===== config.mk =====
export PLATFORM = sky130hd
export DESIGN_NAME = ft2_tx_ctrl
export DESIGN_NICKNAME = d
export VERILOG_FILES = /design/src/rtl/ft2_pkg.sv /design/src/rtl/ft2_skid_buf.sv /design/src/rtl/ft2_tx_ctrl.sv
export SDC_FILE = /design/constraint.sdc
export NUM_CORES = 1
export LEC_CHECK = 0
export CAP_MARGIN = 20
export CORE_ASPECT_RATIO = 0.7
export CORE_MARGIN = 3
export CORE_UTILIZATION = 51
export DETAILED_ROUTE_END_ITERATION = 10
export GPL_TIMING_DRIVEN = 0
export MAX_ROUTING_LAYER = met4
export PLACE_DENSITY = 0.9
export SYNTH_ARGS = -nofsm -noshare
export SYNTH_HDL_FRONTEND = slang
export SYNTH_HIERARCHICAL = 1
export SYNTH_SLANG_ARGS = --single-unit

===== constraint.sdc =====
create_clock -name clk -period 2.8 [get_ports clk]
set_input_delay 0.56 -clock clk [delete_from_list [all_inputs] [get_ports clk]]
set_output_delay 0.56 -clock clk [all_outputs]
set_load 0.01 [all_outputs]

===== src/rtl/ft2_pkg.sv =====
// Shared constants and types for the FT2 transmit path.
package ft2_pkg;

    localparam int FT2_DATA_W        = 8;
    localparam int FT2_SKID_DEPTH    = 3;
    localparam int FT2_SIWU_IDLE_DEF = 64;

    // Occupancy counter width: holds 0..FT2_SKID_DEPTH.
    localparam int FT2_CNT_W = $clog2(FT2_SKID_DEPTH + 1);

    typedef logic [FT2_DATA_W-1:0] ft2_byte_t;
    typedef logic [FT2_CNT_W-1:0]  ft2_cnt_t;

endpackage


===== src/rtl/ft2_skid_buf.sv =====
// Three-entry register queue between the FIFO read port and the FT2 pads.
// Entry 0 is always the head, so the head output comes straight from a flop.
// The empty flag is also a flop, so it can drive WR# directly.
module ft2_skid_buf
    import ft2_pkg::*;
(
    input  logic                  clk,
    input  logic                  rst,
    input  logic                  push,
    input  logic [FT2_DATA_W-1:0] push_data,
    input  logic                  pop,
    output logic [FT2_CNT_W-1:0]  count,
    output logic                  empty,
    output logic [FT2_DATA_W-1:0] head
);

    ft2_byte_t entry_q [FT2_SKID_DEPTH];
    ft2_cnt_t  count_next;
    ft2_cnt_t  wr_idx;

    // Next occupancy, and the tail slot that is free after this edge's pop.
    // NOTE: every always_comb output is assigned on every path, so no latch is inferred.
    always_comb begin
        count_next = count + ft2_cnt_t'(push) - ft2_cnt_t'(pop);
        wr_idx     = count - ft2_cnt_t'(pop);
    end

    // Shift toward the head on pop, write the tail on push, and track occupancy.
    always_ff @(posedge clk) begin
        if (rst) begin
            // NOTE: the entries are plain flops rather than a RAM, so they take the reset;
            // entry 0 drives ft_data, which must read 0x00 out of reset.
            for (int i = 0; i < FT2_SKID_DEPTH; i++) begin
                entry_q[i] <= '0;
            end
            count <= '0;
            empty <= 1'b1;
        end else begin
            if (pop) begin
                for (int i = 0; i < FT2_SKID_DEPTH - 1; i++) begin
                    entry_q[i] <= entry_q[i+1];
                end
            end
            // NOTE: non-blocking assignments; on a simultaneous pop and push the later
            // write to entry_q[wr_idx] wins, which is exactly the slot the shift vacated.
            if (push) begin
                entry_q[wr_idx] <= push_data;
            end
            count <= count_next;
            empty <= (count_next == '0);
        end
    end

    assign head = entry_q[0];

endmodule


===== src/rtl/ft2_tx_ctrl.sv =====
// FT2 transmit controller: drains the byte FIFO into the FT2232H synchronous-245
// write port through a 3-entry skid buffer, counts accepted bytes, and optionally
// flushes short packets with SIWU#.
// Build option: define FT2_SIWU_EN to build the idle-flush (SIWU#) logic.
module ft2_tx_ctrl
    import ft2_pkg::*;
#(
    parameter int SIWU_IDLE = FT2_SIWU_IDLE_DEF
) (
    input  logic                  clk,
    input  logic                  rst,
    input  logic                  fifo_empty,
    input  logic [FT2_DATA_W-1:0] fifo_rd_data,
    output logic                  fifo_rd_en,
    input  logic                  ft_txe_n,
    output logic                  ft_wr_n,
    output logic [FT2_DATA_W-1:0] ft_data,
    output logic                  ft_siwu_n,
    output logic [31:0]           tx_count
);

    logic                 inflight;
    logic                 accept;
    logic                 buf_empty;
    logic [FT2_CNT_W-1:0] buf_count;
    logic [FT2_CNT_W:0]   pending;

    // Buffered plus in-flight bytes; a read is issued only when a slot is guaranteed.
    assign pending    = {1'b0, buf_count} + {{FT2_CNT_W{1'b0}}, inflight};
    assign fifo_rd_en = ~rst & ~fifo_empty & (pending < (FT2_CNT_W + 1)'(FT2_SKID_DEPTH));

    // WR# is the registered empty flag of the buffer; the host takes the head byte
    // on any edge where WR# and TXE# are both low.
    assign ft_wr_n = buf_empty;
    assign accept  = ~buf_empty & ~ft_txe_n;

    ft2_skid_buf u_skid (
        .clk       (clk),
        .rst       (rst),
        .push      (inflight),
        .push_data (fifo_rd_data),
        .pop       (accept),
        .count     (buf_count),
        .empty     (buf_empty),
        .head      (ft_data)
    );

    // Track the read whose data arrives next clock, and count host-accepted bytes.
    always_ff @(posedge clk) begin
        if (rst) begin
            inflight <= 1'b0;
            tx_count <= '0;
        end else begin
            inflight <= fifo_rd_en & ~fifo_empty;
            if (accept) begin
                tx_count <= tx_count + 32'd1;
            end
        end
    end

`ifdef FT2_SIWU_EN
    localparam int IDLE_W = $clog2(SIWU_IDLE + 1);

    logic [IDLE_W-1:0] idle_cnt;
    logic              sent_flag;
    logic              idle;

    // Nothing buffered, nothing in flight, nothing waiting, and data sent since the last flush.
    assign idle = (buf_count == '0) & ~inflight & fifo_empty & sent_flag;

    // Count idle clocks after traffic and fire a single-clock SIWU# pulse on reaching SIWU_IDLE.
    always_ff @(posedge clk) begin
        if (rst) begin
            idle_cnt  <= '0;
            sent_flag <= 1'b0;
            ft_siwu_n <= 1'b1;
        end else begin
            ft_siwu_n <= 1'b1;
            if (accept) begin
                idle_cnt  <= '0;
                sent_flag <= 1'b1;
            end else if (idle) begin
                if (idle_cnt == IDLE_W'(SIWU_IDLE - 1)) begin
                    ft_siwu_n <= 1'b0;
                    idle_cnt  <= '0;
                    sent_flag <= 1'b0;
                end else begin
                    idle_cnt <= idle_cnt + IDLE_W'(1);
                end
            end
        end
    end
`else
    // No flush logic in this build; SIWU_IDLE only folds into the constant so it stays referenced.
    assign ft_siwu_n = 1'b1 | (SIWU_IDLE == 0);
`endif

endmodule


# == Word-level counts from Yosys, hierarchy flattened ==
# Memory sizes are Yosys's and may differ from the RTL's.
# Cells that the tools add are included.
# word_totals
register_bits,36
ramBits,24
input_bits,12
out_inout_bits,43
word_cells,36
memories,1
# classes
add_sub_neg,5
n_lt_le_gt_ge,1
muxes,13
bitwise_logic,10
reduce_logical,2
# memory_table
memory,words,width,rd,rd_ports_with_merged_regs,wr,line_no,text
u_skid.entry_q,3,8,3,0,3,ft2_skid_buf.sv:17,ft2_byte_t entry_q [FT2_SKID_DEPTH];
# op_table
cell,count
32-bit by 1-bit adder with 32-bit output (second input constant),1
8-bit two-way mux,3
1-bit two-way mux,9
8-bit OR reduction,1
1-bit bitwise AND,4
1-bit NOT,4
2-bit by 1-bit subtractor with 2-bit output,2
2-bit by 1-bit adder with 3-bit output,1
3-bit by 2-bit < comparator with 1-bit output (second input constant),1
2-bit by 1-bit adder with 2-bit output,1
2-bit zero test,1
2-bit two-way mux,1
1-bit bitwise OR,2

# == Depth between registers and ports, before layout ==
# logic_depth
depth_word,6
mapped_depth,7
depth_no_buf,7

# == Cells and area by module ==
# Netlist, hierarchy kept.
# modules_own_cells
mod,instances,cells_per_inst,area_each_um2,seq_area_each_um2
ft2_tx_ctrl,1,189,1641.6,660.6
ft2_skid_buf,1,73,1167.4,780.7

# == Worst setup path after synthesis ==
# No wires, ideal clock.
# synth_path
kind,input to register
start,in ft_txe_n
end,"mem u_skid/entry_q[0][0] in the netlist's numbering, enable pin"
setup_time_ps,294
arrival_ps,2111
t_required_ps,2506
slack_ps,395
path_stages,7
path_buffers,1
cell_sequence,or2_1 > inv_1 > ha_1 > xnor2_2 > and4b_1 > buf_6 > or3_1
# synth_lines
element,line_no,text
"start, declared",ft2_tx_ctrl.sv:15,"input logic ft_txe_n,"
"end, declared",ft2_skid_buf.sv:17,

==> results <==
final timing paths:
check                             startpoint              endpoint  depth (start not counted)
worst min register to register  tx_count[30]          tx_count[30]                          2
worst max register to register  u_skid/empty  u_skid/entry_q[0][0]                          7
worst min-delay path                     rst              inflight                          2
worst max-delay path                ft_txe_n  u_skid/entry_q[0][0]                          8
kinds of logic after synthesis:
group                      count (synthesis)
buffers and inverters                     18
adders and majority gates                  5
other                                      1
and+or+nand+nor                          104
xor gates and xnor gates                  12
DFF                                       60
AOI/OAI and AO/OA                         59
muxes                                      3
registers in the layout (all words and copies together), names as in the netlist:
name            flops
u_skid/entry_q     24
inflight            1
tx_count           32
u_skid/count        2
u_skid/empty        1
power by group through the flow:
stage | Sequential [mW] | Combinational (mW) | Clock, mW
floorplan | 1.09 | 0.224 | 0
global placement | 1.08 | 0.372 | 0
detailed placement | 1.08 | 0.385 | 0
CTS | 1.07 | 0.411 | 0.662
global route | 1.08 | 0.458 | 0.709
finish | 1.07 | 0.419 | 0.659
per-stage QoR:
| stage | std cells | setup WS (ps) | hold WS, ps | util (%) |
|---|---|---|---|---|
| finish | 400 | 94.7 | 466 | 71.7 |
| global route | 400 | 3.19 | 470 | 71.7 |
| CTS | 399 | 16.7 | 460 | 71.4 |
| detailed placement | 383 | -351 | 485 | 67.7 |
| global placement | 383 | -260 | 468 | 67.7 |
| floorplan | 262 | 395 | 493 | - |
layout make-up:
| cell class | count | area share (%) |
|---|---|---|
| flip-flops and latches | 60 | 39.9 |
| multi-input cells | 184 | 35.4 |
| clock buffers | 14 | 4.22 |
| plain buffers | 13 | 2.49 |
| well taps | 69 | 2.39 |
| repair buffers | 53 | 14.7 |
| clock inverters | 2 | 0.346 |
| inverters | 5 | 0.519 |
synth_stat cells, types with 2 or more instances:
cell type / count / area share, %
and4_2: 2 / 0.71
o21ai_0: 6 / 1.1
nand3_1: 10 / 1.8
nor2b_1: 4 / 0.89
ha_1: 5 / 2.2
or4_1: 13 / 3.5
inv_1: 5 / 0.67
and3_2: 2 / 0.53
and4_1: 3 / 0.94
xor2_1: 7 / 2.2
a31oi_2: 2 / 0.89
clkbuf_1: 4 / 0.53
xnor2_1: 4 / 1.2
edfxtp_1: 24 / 26
nand4_1: 5 / 1.1
o31ai_1: 12 / 3.2
or3_1: 7 / 1.6
and2_1: 10 / 2.2
mux2_2: 3 / 1.2
nor2_1: 15 / 2.0
and3_1: 3 / 0.67
a22o_1: 16 / 5.0
a21oi_1: 19 / 3.4
buf_2: 4 / 0.71
nand2_1: 17 / 2.3
dfxtp_1: 36 / 26
buf_6: 3 / 1.2
a2111oi_0: 2 / 0.62
nor3_1: 3 / 0.53
worst max-delay path, stage by stage:
cell and delay (ps):
clkdlybuf4s50_1 470, or2_1 310, inv_1 250, ha_1 300, xnor2_4 140, and4b_1 230
buf_6 130, or3_4 390
timing repair:
action	in CTS	in global routing
buffers inserted	0	1
setup endpoints to repair	9	17
hold buffers	0	0
pin swaps	0	1
resized for setup	4	2
routing by layer:
metal	global-route usage, %	vias up	wire, microns
met5	-	-	0
met4	8.63	0	129
met3	7.36	19	458
met2	33.6	101	2760
met1	31.0	1087	3010
li1	-	1127	-
==> summary.md <==
| Metric | Value |
|---|---|
| FILL cells | between 300 and 400 |
| Port bufs | 52 |
| Gate Count Post-Synth | about 260 |
| Reg area | between 1000 and 1500 sq um |
| CP Max Fanout | 9 |
| Clock Tree Buf Depth | 2 |
| Total power | between 2 and 2.5 mW |
| Drt first pass iters | 6 |
| Layout cell share with drive strength beyond 1 | between 10% and 20% |
| Endpoints failing setup | 0 |
| Post-Syn Area | approximately 2800 sq um |
| Via count of the first global-routing pass | between 2,000 and 2,500 |
| DP Area | between 3000 and 4000 sq um |
| Total clock sinks | 60 |
| Fin nets | around 340 |
| Switching share of power | between 20% and 30% |
| Slew Limit Fails | 0 |
| Multi-input gate area | 1280 sq um |
| Synth Net Count | roughly 280 |
| NetSw | about 0.58 mW |
| Largest family of logic cells by synthesized area | simple AND/OR/NAND/NOR gates |
| Synth Warn # | 6 |
| Critical Path End Type | flip-flop |
| ANT nets after route | 0 |
| Leakage | 1.26 nW |
| Pin count of the biggest net entering global routing | 11 |
| Antenna diodes | 0 |
| Worst Tran Pin Value | about 550 ps |
| Post-Synth Simple-Gate Area | ~22% |
| Core box area | roughly 5000 sq um |
| Post-Route WL | approximately 6400 microns |
| RSZ-0062 raised after global routing | false |
| Clock power share | ~31% |
| Clock root cell | clkbuf_8 |
| Iter 0 DRT Violations | 182 |
| Fin area | 3610 sq um |
| Worst path required time | ~2900 ps |
| Fin Setup TNS | 0 ps |
| Synth Area in Compound Gates | between 10% and 20% |
| Max Clk Rate | around 0.37 GHz |
| Flop pwr share | between 40% and 50% |
| Min-delay worst type | in -> reg |
| DIE AREA | around 6400 sq um |
| CTS tree | built |
| Max-Cap Viols | 0 |
| Initial core utilization | 55.7% |
| Htree depth | 3 |
| Post-DP HPWL | roughly 4600 microns |
| Rows | 21 |
| Sequential fraction of the synthesis area | around half |
| R2R Setup Slk | approximately 480 ps |
| Die X | ~95 microns |
| Post-synth EDFFs | 24 |
| CP Launch Type | input pin |
| Per-cell routed wire length | ~16 microns |
| Final hold vios | 0 |
| Via/cell ratio | slightly below 6 |
| Layout area overhead | 28.7% |
| Power Internal | approximately 1.6 mW |
| Most frequent cells in the layout | 51 x clkdlybuf4s50_1, 35 x dfxtp_1, 24 x edfxtp_1 |
| Initial antenna violation count | 0 |
| XOR/XNOR share of the synthesized area | under 10% |
| Status | complete, no violations |
| Flops & latches, synth | 60 |
| Mux contribution to synthesized area | under 10% |
| Vias post-DR | between 2,000 and 2,500 |
| Final Skew | approximately 11 ps |
| Post-Synth Adder-Cell Area | between 2 and 2.5% |
| Post-route minimum period | roughly 2700 ps |
| Wire length of the first global-routing pass | between 10,000 and 15,000 microns |
| Tcrit/Tclk final | 96.6% |
| Die Height | between 60 and 70 microns |
| Reg clk slew, reported paths | about 70 ps |
| Top_reg_cell synth | dfxtp_1 |
| Worst rel slew slack | roughly 63% |
| Most common cell after layout, fill and taps aside | clkdlybuf4s50_1 |
| Gr ovfl total | 0 |
| Pwr Density | ~600 nW/um^2 |
| Cts bufs inserted | 9 |
| Worst Path Arrival | between 2000 and 3000 ps |
| Synth Area per Inst | around 11 sq um |
| Unique masters post-synth | 45 |
| Async S/R FF share, synth | 0% |
| All-Layer GR Usage | between 20% and 30% |
| VDD IR max | ~0.39 mV |
| Logic pwr share | 19.5% |
| I/O pin count | 55 |
| Final GP Congestion | a little under 0.9 |
| Crit path kind | in -> reg |
| Clock Latency Late Sink | 340 ps |
| DRC errors left | 0 |
Power figures use the tool's default switching activity.
